### src/rtl/aes_pkg.sv
// Shared types and widths for the AES pipeline controller and its output buffer.
package aes_pkg;

    localparam int AES_LAT     = 13;
    localparam int AES_BLOCK_W = 128;
    localparam int AES_KEY_W   = 256;

    typedef enum logic [1:0] {
        NOKEY = 2'd0,
        RUN   = 2'd1,
        DRAIN = 2'd2
    } aes_state_e;

endpackage

### src/rtl/aes_pipe_fifo.sv
// Circular output buffer for ciphertext blocks; head is visible while not empty.
module aes_pipe_fifo #(
    parameter int WIDTH = 128,
    parameter int DEPTH = 16
) (
    input  logic                       clk,
    input  logic                       rst,
    input  logic                       push,
    input  logic [WIDTH-1:0]           push_data,
    input  logic                       pop,
    output logic [WIDTH-1:0]           head,
    output logic [$clog2(DEPTH+1)-1:0] count,
    output logic                       empty
);

    localparam int AW = (DEPTH > 1) ? $clog2(DEPTH) : 1;
    localparam int CW = $clog2(DEPTH + 1);

    logic [WIDTH-1:0] mem [DEPTH];
    logic [AW-1:0]    wr_ptr;
    logic [AW-1:0]    rd_ptr;
    logic             full;
    logic             push_ok;
    logic             pop_ok;

    function automatic logic [AW-1:0] next_ptr(input logic [AW-1:0] p);
        return (p == AW'(DEPTH - 1)) ? '0 : p + AW'(1);
    endfunction

    assign empty   = (count == '0);
    assign full    = (count == CW'(DEPTH));
    assign push_ok = push && !full;
    assign pop_ok  = pop && !empty;
    assign head    = mem[rd_ptr];

    // Storage carries no reset: occupancy alone decides what is visible.
    always_ff @(posedge clk) begin
        if (push_ok) begin
            mem[wr_ptr] <= push_data;
        end
    end

    always_ff @(posedge clk or posedge rst) begin
        if (rst) begin
            wr_ptr <= '0;
            rd_ptr <= '0;
            count  <= '0;
        end else begin
            if (push_ok) begin
                wr_ptr <= next_ptr(wr_ptr);
            end
            if (pop_ok) begin
                rd_ptr <= next_ptr(rd_ptr);
            end
            case ({push_ok, pop_ok})
                2'b10:   count <= count + CW'(1);
                2'b01:   count <= count - CW'(1);
                default: count <= count;
            endcase
        end
    end

    overflow_chk: assert property (@(posedge clk) disable iff (rst) !(push && full));

endmodule

### src/rtl/aes_pipe_ctrl.sv
// Flow control around a fixed-latency AES core: key sequencing, credit-based
// admission and an output buffer that absorbs consumer backpressure.
module aes_pipe_ctrl
    import aes_pkg::*;
#(
    parameter int LAT   = AES_LAT,
    parameter int DEPTH = 16
) (
    input  logic                   clk,
    input  logic                   rst,
    input  logic                   in_valid,
    output logic                   in_ready,
    input  logic [AES_BLOCK_W-1:0] in_data,
    input  logic                   key_valid,
    output logic                   key_ready,
    input  logic [AES_KEY_W-1:0]   key_in,
    output logic [AES_BLOCK_W-1:0] core_datain,
    output logic [AES_KEY_W-1:0]   core_key,
    input  logic [AES_BLOCK_W-1:0] core_dataout,
    output logic                   out_valid,
    input  logic                   out_ready,
    output logic [AES_BLOCK_W-1:0] out_data,
    output logic                   busy
);

    localparam int CW = $clog2(DEPTH + 1);
    localparam int FW = $clog2(LAT + 1);

    if (DEPTH < LAT) begin : g_depth_check
        $error("aes_pipe_ctrl: DEPTH must be at least LAT");
    end

    aes_state_e       state;
    aes_state_e       state_next;
    logic [LAT-1:0]   vsr;
    logic [FW-1:0]    in_flight;
    logic [CW-1:0]    count;
    logic [31:0]      occupancy;
    logic             fifo_empty;
    logic             in_fire;
    logic             key_fire;
    logic             pop;

    assign core_datain = in_data;
    assign in_fire     = in_valid && in_ready;
    assign key_fire    = key_valid && key_ready;
    assign out_valid   = !fifo_empty;
    assign pop         = out_valid && out_ready;
    assign busy        = (in_flight != '0) || !fifo_empty;

    always_comb begin
        in_flight = '0;
        for (int i = 0; i < LAT; i++) begin
            in_flight = in_flight + FW'(vsr[i]);
        end
    end

    // Admission counts every block already committed to a buffer slot, so the
    // buffer can never be asked to take more than it holds.
    assign occupancy = 32'(in_flight) + 32'(count);

    always_ff @(posedge clk or posedge rst) begin
        if (rst) begin
            state <= NOKEY;
        end else begin
            state <= state_next;
        end
    end

    always_comb begin
        state_next = state;
        key_ready  = 1'b0;
        in_ready   = 1'b0;
        case (state)
            NOKEY: begin
                key_ready = 1'b1;
                if (key_valid) begin
                    state_next = RUN;
                end
            end
            RUN: begin
                key_ready = (in_flight == '0);
                in_ready  = !key_valid && (occupancy < 32'(DEPTH));
                if (key_valid && (in_flight != '0)) begin
                    state_next = DRAIN;
                end
            end
            DRAIN: begin
                key_ready = (in_flight == '0);
                if (key_valid && key_ready) begin
                    state_next = RUN;
                end
            end
            default: state_next = NOKEY;
        endcase
    end

    // Key swaps only happen with the core empty, so old blocks finish on the old key.
    always_ff @(posedge clk or posedge rst) begin
        if (rst) begin
            core_key <= '0;
            vsr      <= '0;
        end else begin
            if (key_fire) begin
                core_key <= key_in;
            end
            vsr <= (vsr << 1) | LAT'(in_fire);
        end
    end

    aes_pipe_fifo #(
        .WIDTH (AES_BLOCK_W),
        .DEPTH (DEPTH)
    ) u_fifo (
        .clk       (clk),
        .rst       (rst),
        .push      (vsr[LAT-1]),
        .push_data (core_dataout),
        .pop       (pop),
        .head      (out_data),
        .count     (count),
        .empty     (fifo_empty)
    );

endmodule

### config.mk
export PLATFORM = sky130hd
export DESIGN_NAME = aes_pipe_ctrl
export DESIGN_NICKNAME = d
export VERILOG_FILES = /design/src/rtl/aes_pkg.sv /design/src/rtl/aes_pipe_fifo.sv /design/src/rtl/aes_pipe_ctrl.sv
export SDC_FILE = /design/constraint.sdc
export NUM_CORES = 2
export LEC_CHECK = 0
export BUFFER_PORTS_ARGS = -buffer_cell sky130_fd_sc_hd__buf_4
export CAP_MARGIN = 10
export CORE_MARGIN = 2
export CORE_UTILIZATION = 54
export CTS_CLUSTER_SIZE = 20
export DETAILED_ROUTE_END_ITERATION = 6
export PLACE_DENSITY_LB_ADDON = 0.08
export SYNTH_ARGS = -nofsm -noshare
export SYNTH_HDL_FRONTEND = slang
export SYNTH_SLANG_ARGS = --single-unit
export TNS_END_PERCENT = 10
### constraint.sdc
create_clock -name clk -period 13.6 [get_ports clk]
set_input_delay 2.04 -clock clk [delete_from_list [all_inputs] [get_ports clk]]
set_output_delay 2.04 -clock clk [all_outputs]
set_load 0.02 [all_outputs]
==> impl_metrics.ini <==
[detailed_routing]
dr.pass1.iters = 6
num_vias = 46200
routed_wl_mm = 282
drc_errors = 0
top_layer_used = met5
wl_met1_mm = 109
met3_length_mm = 37.8
wl_per_cell_um = 38.8
wl_met2_mm = 125
via_per_inst = 6.36
ant_nets = 0
drtIter0Drc = 6055

[timing]
setup_viol = 0
hold_viol = 0
tns_ns = 0
rsz0062_at_grt = false
slew_violations = 0
post-route-period-util_pct = 57.5
fmax_mhz = 128
setup_ws_ns = 5.78
slew-limit-headroom_pct = 18.8
tightest_slew_ns = 1.22
min_period_ns = 7.82
skew_ns = 0.0323

[cells_and_area]
drive_gt1_share_pct = 39.2
multi_input_area_um2 = 19100
stdcell_count = 7267
stdcell_area_um2 = 105000
seqCellArea_um2 = 68600
nFillCells = 11500
nets = 5384
fin_util_pct = 63.3
layout-area-overhead-vs-synth_pct = 16.4

[synth]
synth_edf_count = 2048
yosysSeqAreaShare_pct = 76.4
synth_cells = 4106
synth_fa_ha_area_share_pct = 0.479
synth_top_family_by_area = multiplexers
synth.avg_cell_area_um2 = 21.9
synth-compound-area-share_pct = 1.94
syn_nets = 4652
yosysWarnings = 0
synthSimpleGateAreaFrac_pct = 1.16
ys_ff_latch = 2332
async_reset_ff_share_pct = 12.2
synth-main-ff-cell = edfxtp_1
synth_cell_types = 38
yosys.area_share.xor_xnor_pct = 0.0683
synthMuxAreaShare_pct = 17.5
synthesis.area_um2 = 89800

[cts]
cts_sinks = 2332
cts.repair.resized = 0
cts_hold_buf = 0
clk_pin_slew_ns = 0.06
cts_inserted_buffers = 227
clock_tree.root_cell = clkbuf_16
clk_latency_ns = 0.86
htreeDepth = 4
cts_buffer_depth = 3
cts_tree = yes
cts_setup_buffers = 0

[place]
hpwl_mm = 185
post_dp_cell_area_um2 = 97200
pre_cts_slack_ns = 6.65
gp_congestion = 1.05
portBuffers = 776
dp_cells = 6798

[worst_setup_path]
reg2reg_from = vsr[0]$_DFF_PP0_
cp.arrival_ns = 5.78
reg2regPathDepth = 16
crit_required_ns = 11.56
start_kind = flip-flop
crit_path_end_kind = primary output
crit-reg2reg-capture = core_key[191]$_DFFE_PP0P_
worst-setup-path-type = reg2out
critPathLaunch = vsr[0]$_DFF_PP0_
reg2reg_slack_ns = 7.15
critPathMaxFanout = 2

[outcome]
status = finished, final reports clean

[flow_run]
maxCapViolations = 0

[floorplan]
die_h_um = 412
num_io_pins = 1033
rows = 149
initial_core_util_pct = 54.4
die_w_um = 412
core_area_um2 = 165000
dieArea_um2 = 170000

[global_route]
grt_max_degree = 184
grt_pass1_vias = 43800
track_usage_pct = 33.1
grt_pass1_wl_mm = 378
antenna_found_initial = 163
grt.overflow.total = 0

[worst_hold_path]
hold_start = vsr[6]$_DFF_PP0_
hold_path_class = reg2reg
min_path_cells = 0
whs_endpoint = vsr[7]$_DFF_PP0_

[power_and_ir_drop]
cellLeakagePower_uw = 0.0356
powerDensity_nw_per_um2 = 217
ir_drop_uv = 216
## area by class of cell
type                            count  area share [%]
Timing Repair Buffer              849            6.24
Multi-Input combinational cell   1396            18.3
Tap cell                         2189            2.62
Inverter                           32           0.122
Clock buffer                      297            5.91
Antenna cell                       48           0.115
Clock inverter                    124            1.09
Sequential cell                  2332            65.6
## Yosys cell counts (all sizes together) (2+ instances only)
library cell / number / area (um2)
mux4: 512 / 11500
clkbuf: 99 / 372
nor2: 16 / 62.6
xor2: 2 / 17.5
a21boi: 2 / 15.0
ha: 20 / 250
dfrtp: 284 / 7110
nor2b: 129 / 807
buf: 247 / 1700
mux2i: 130 / 1300
a31oi: 3 / 18.8
nand2b: 3 / 18.8
nor3: 5 / 30.0
inv: 32 / 120
nand3: 5 / 25.0
xnor2: 5 / 43.8
mux2: 259 / 2920
edfxtp: 2048 / 61500
o21ai: 9 / 45.0
a21oi: 133 / 666
a21o: 2 / 15.0
nand2: 14 / 52.6
fa: 9 / 180
nand4: 2 / 12.5
a211oi: 128 / 961
## how the worst max path moves through the flow
stage	end	slack (ns)	cells after the start
after floorplan	u_fifo.mem[3][0]$_DFFE_PP_	3.03	4
after global placement	in_ready	6.63	16
after detailed placement	in_ready	6.65	16
after CTS	in_ready	5.67	16
after global routing	in_ready	5.60	16
final	in_ready	5.78	16
## layer usage
metal / vias up / track usage [%]
li1: 18300 / -
met1: 24700 / 46.2
met2: 2705 / 46.8
met3: 490 / 14.0
met4: 70 / 12.1
met5: - / 1.22
## per-stage QoR
stage / total power [uW] / hold slack [ns]
2_1_floorplan: 13800 / 0.354
3_3_place_gp: 16700 / 0.366
3_5_place_dp: 16700 / 0.366
4_1_cts: 22900 / 0.377
5_1_grt: 23600 / 0.385
6_report: 22700 / 0.372
## state kept, by name, summed over array words and instances, names as in the netlist
register       cells
state              2
u_fifo.count       5
u_fifo.wr_ptr      4
u_fifo.mem      2048
vsr               13
u_fifo.rd_ptr      4
core_key         256
## report_power, final
| part | leakage, uW | switching [uW] | internal (uW) |
|---|---|---|---|
| Sequential | 0.0218 | 468 | 8290 |
| Combinational | 0.0103 | 4320 | 3480 |
| Clock | 0.00358 | 2640 | 3550 |
| Total | 0.0356 | 7430 | 15300 |
## cell families (layout without fill, tap and decap cells)
kind of cell / Yosys count / count (layout)
AO/OA/AOI/OAI: 280 / 280
AND/OR/NAND/NOR: 179 / 179
adder cells (fa/ha/maj): 29 / 29
multiplexers: 901 / 901
XOR/XNOR: 7 / 7
flip-flops: 2332 / 2332
buffers and inverters: 378 / 1302
other: 0 / 48
## critical path, stage by stage, from the launching register on
cell and delay (ns):
dfrtp_1 0.34, inv_1 0.06, fa_1 0.54, inv_1 0.05, fa_1 0.47, inv_1 0.05, fa_1 0.51, fa_1 0.44
fa_1 0.43, fa_1 0.58, inv_1 0.06, ha_1 0.26, and3b_1 0.16, o21ai_0 0.14, nand2b_1 0.07, a21oi_1 0.52
buf_4 0.25
## placed cells by master (no fill, tap or decap), types with 45 or more instances in the layout
master     count
a211oi_1     128
a21oi_1      133
buf_4        837
clkbuf_1      51
clkbuf_16    232
clkinv_1      45
dfrtp_1      280
diode_2       48
edfxtp_1    2048
mux2_2       259
mux2i_1      130
mux4_2       512
nor2b_1      129
Note: power is estimated with default switching activity, not from simulation.
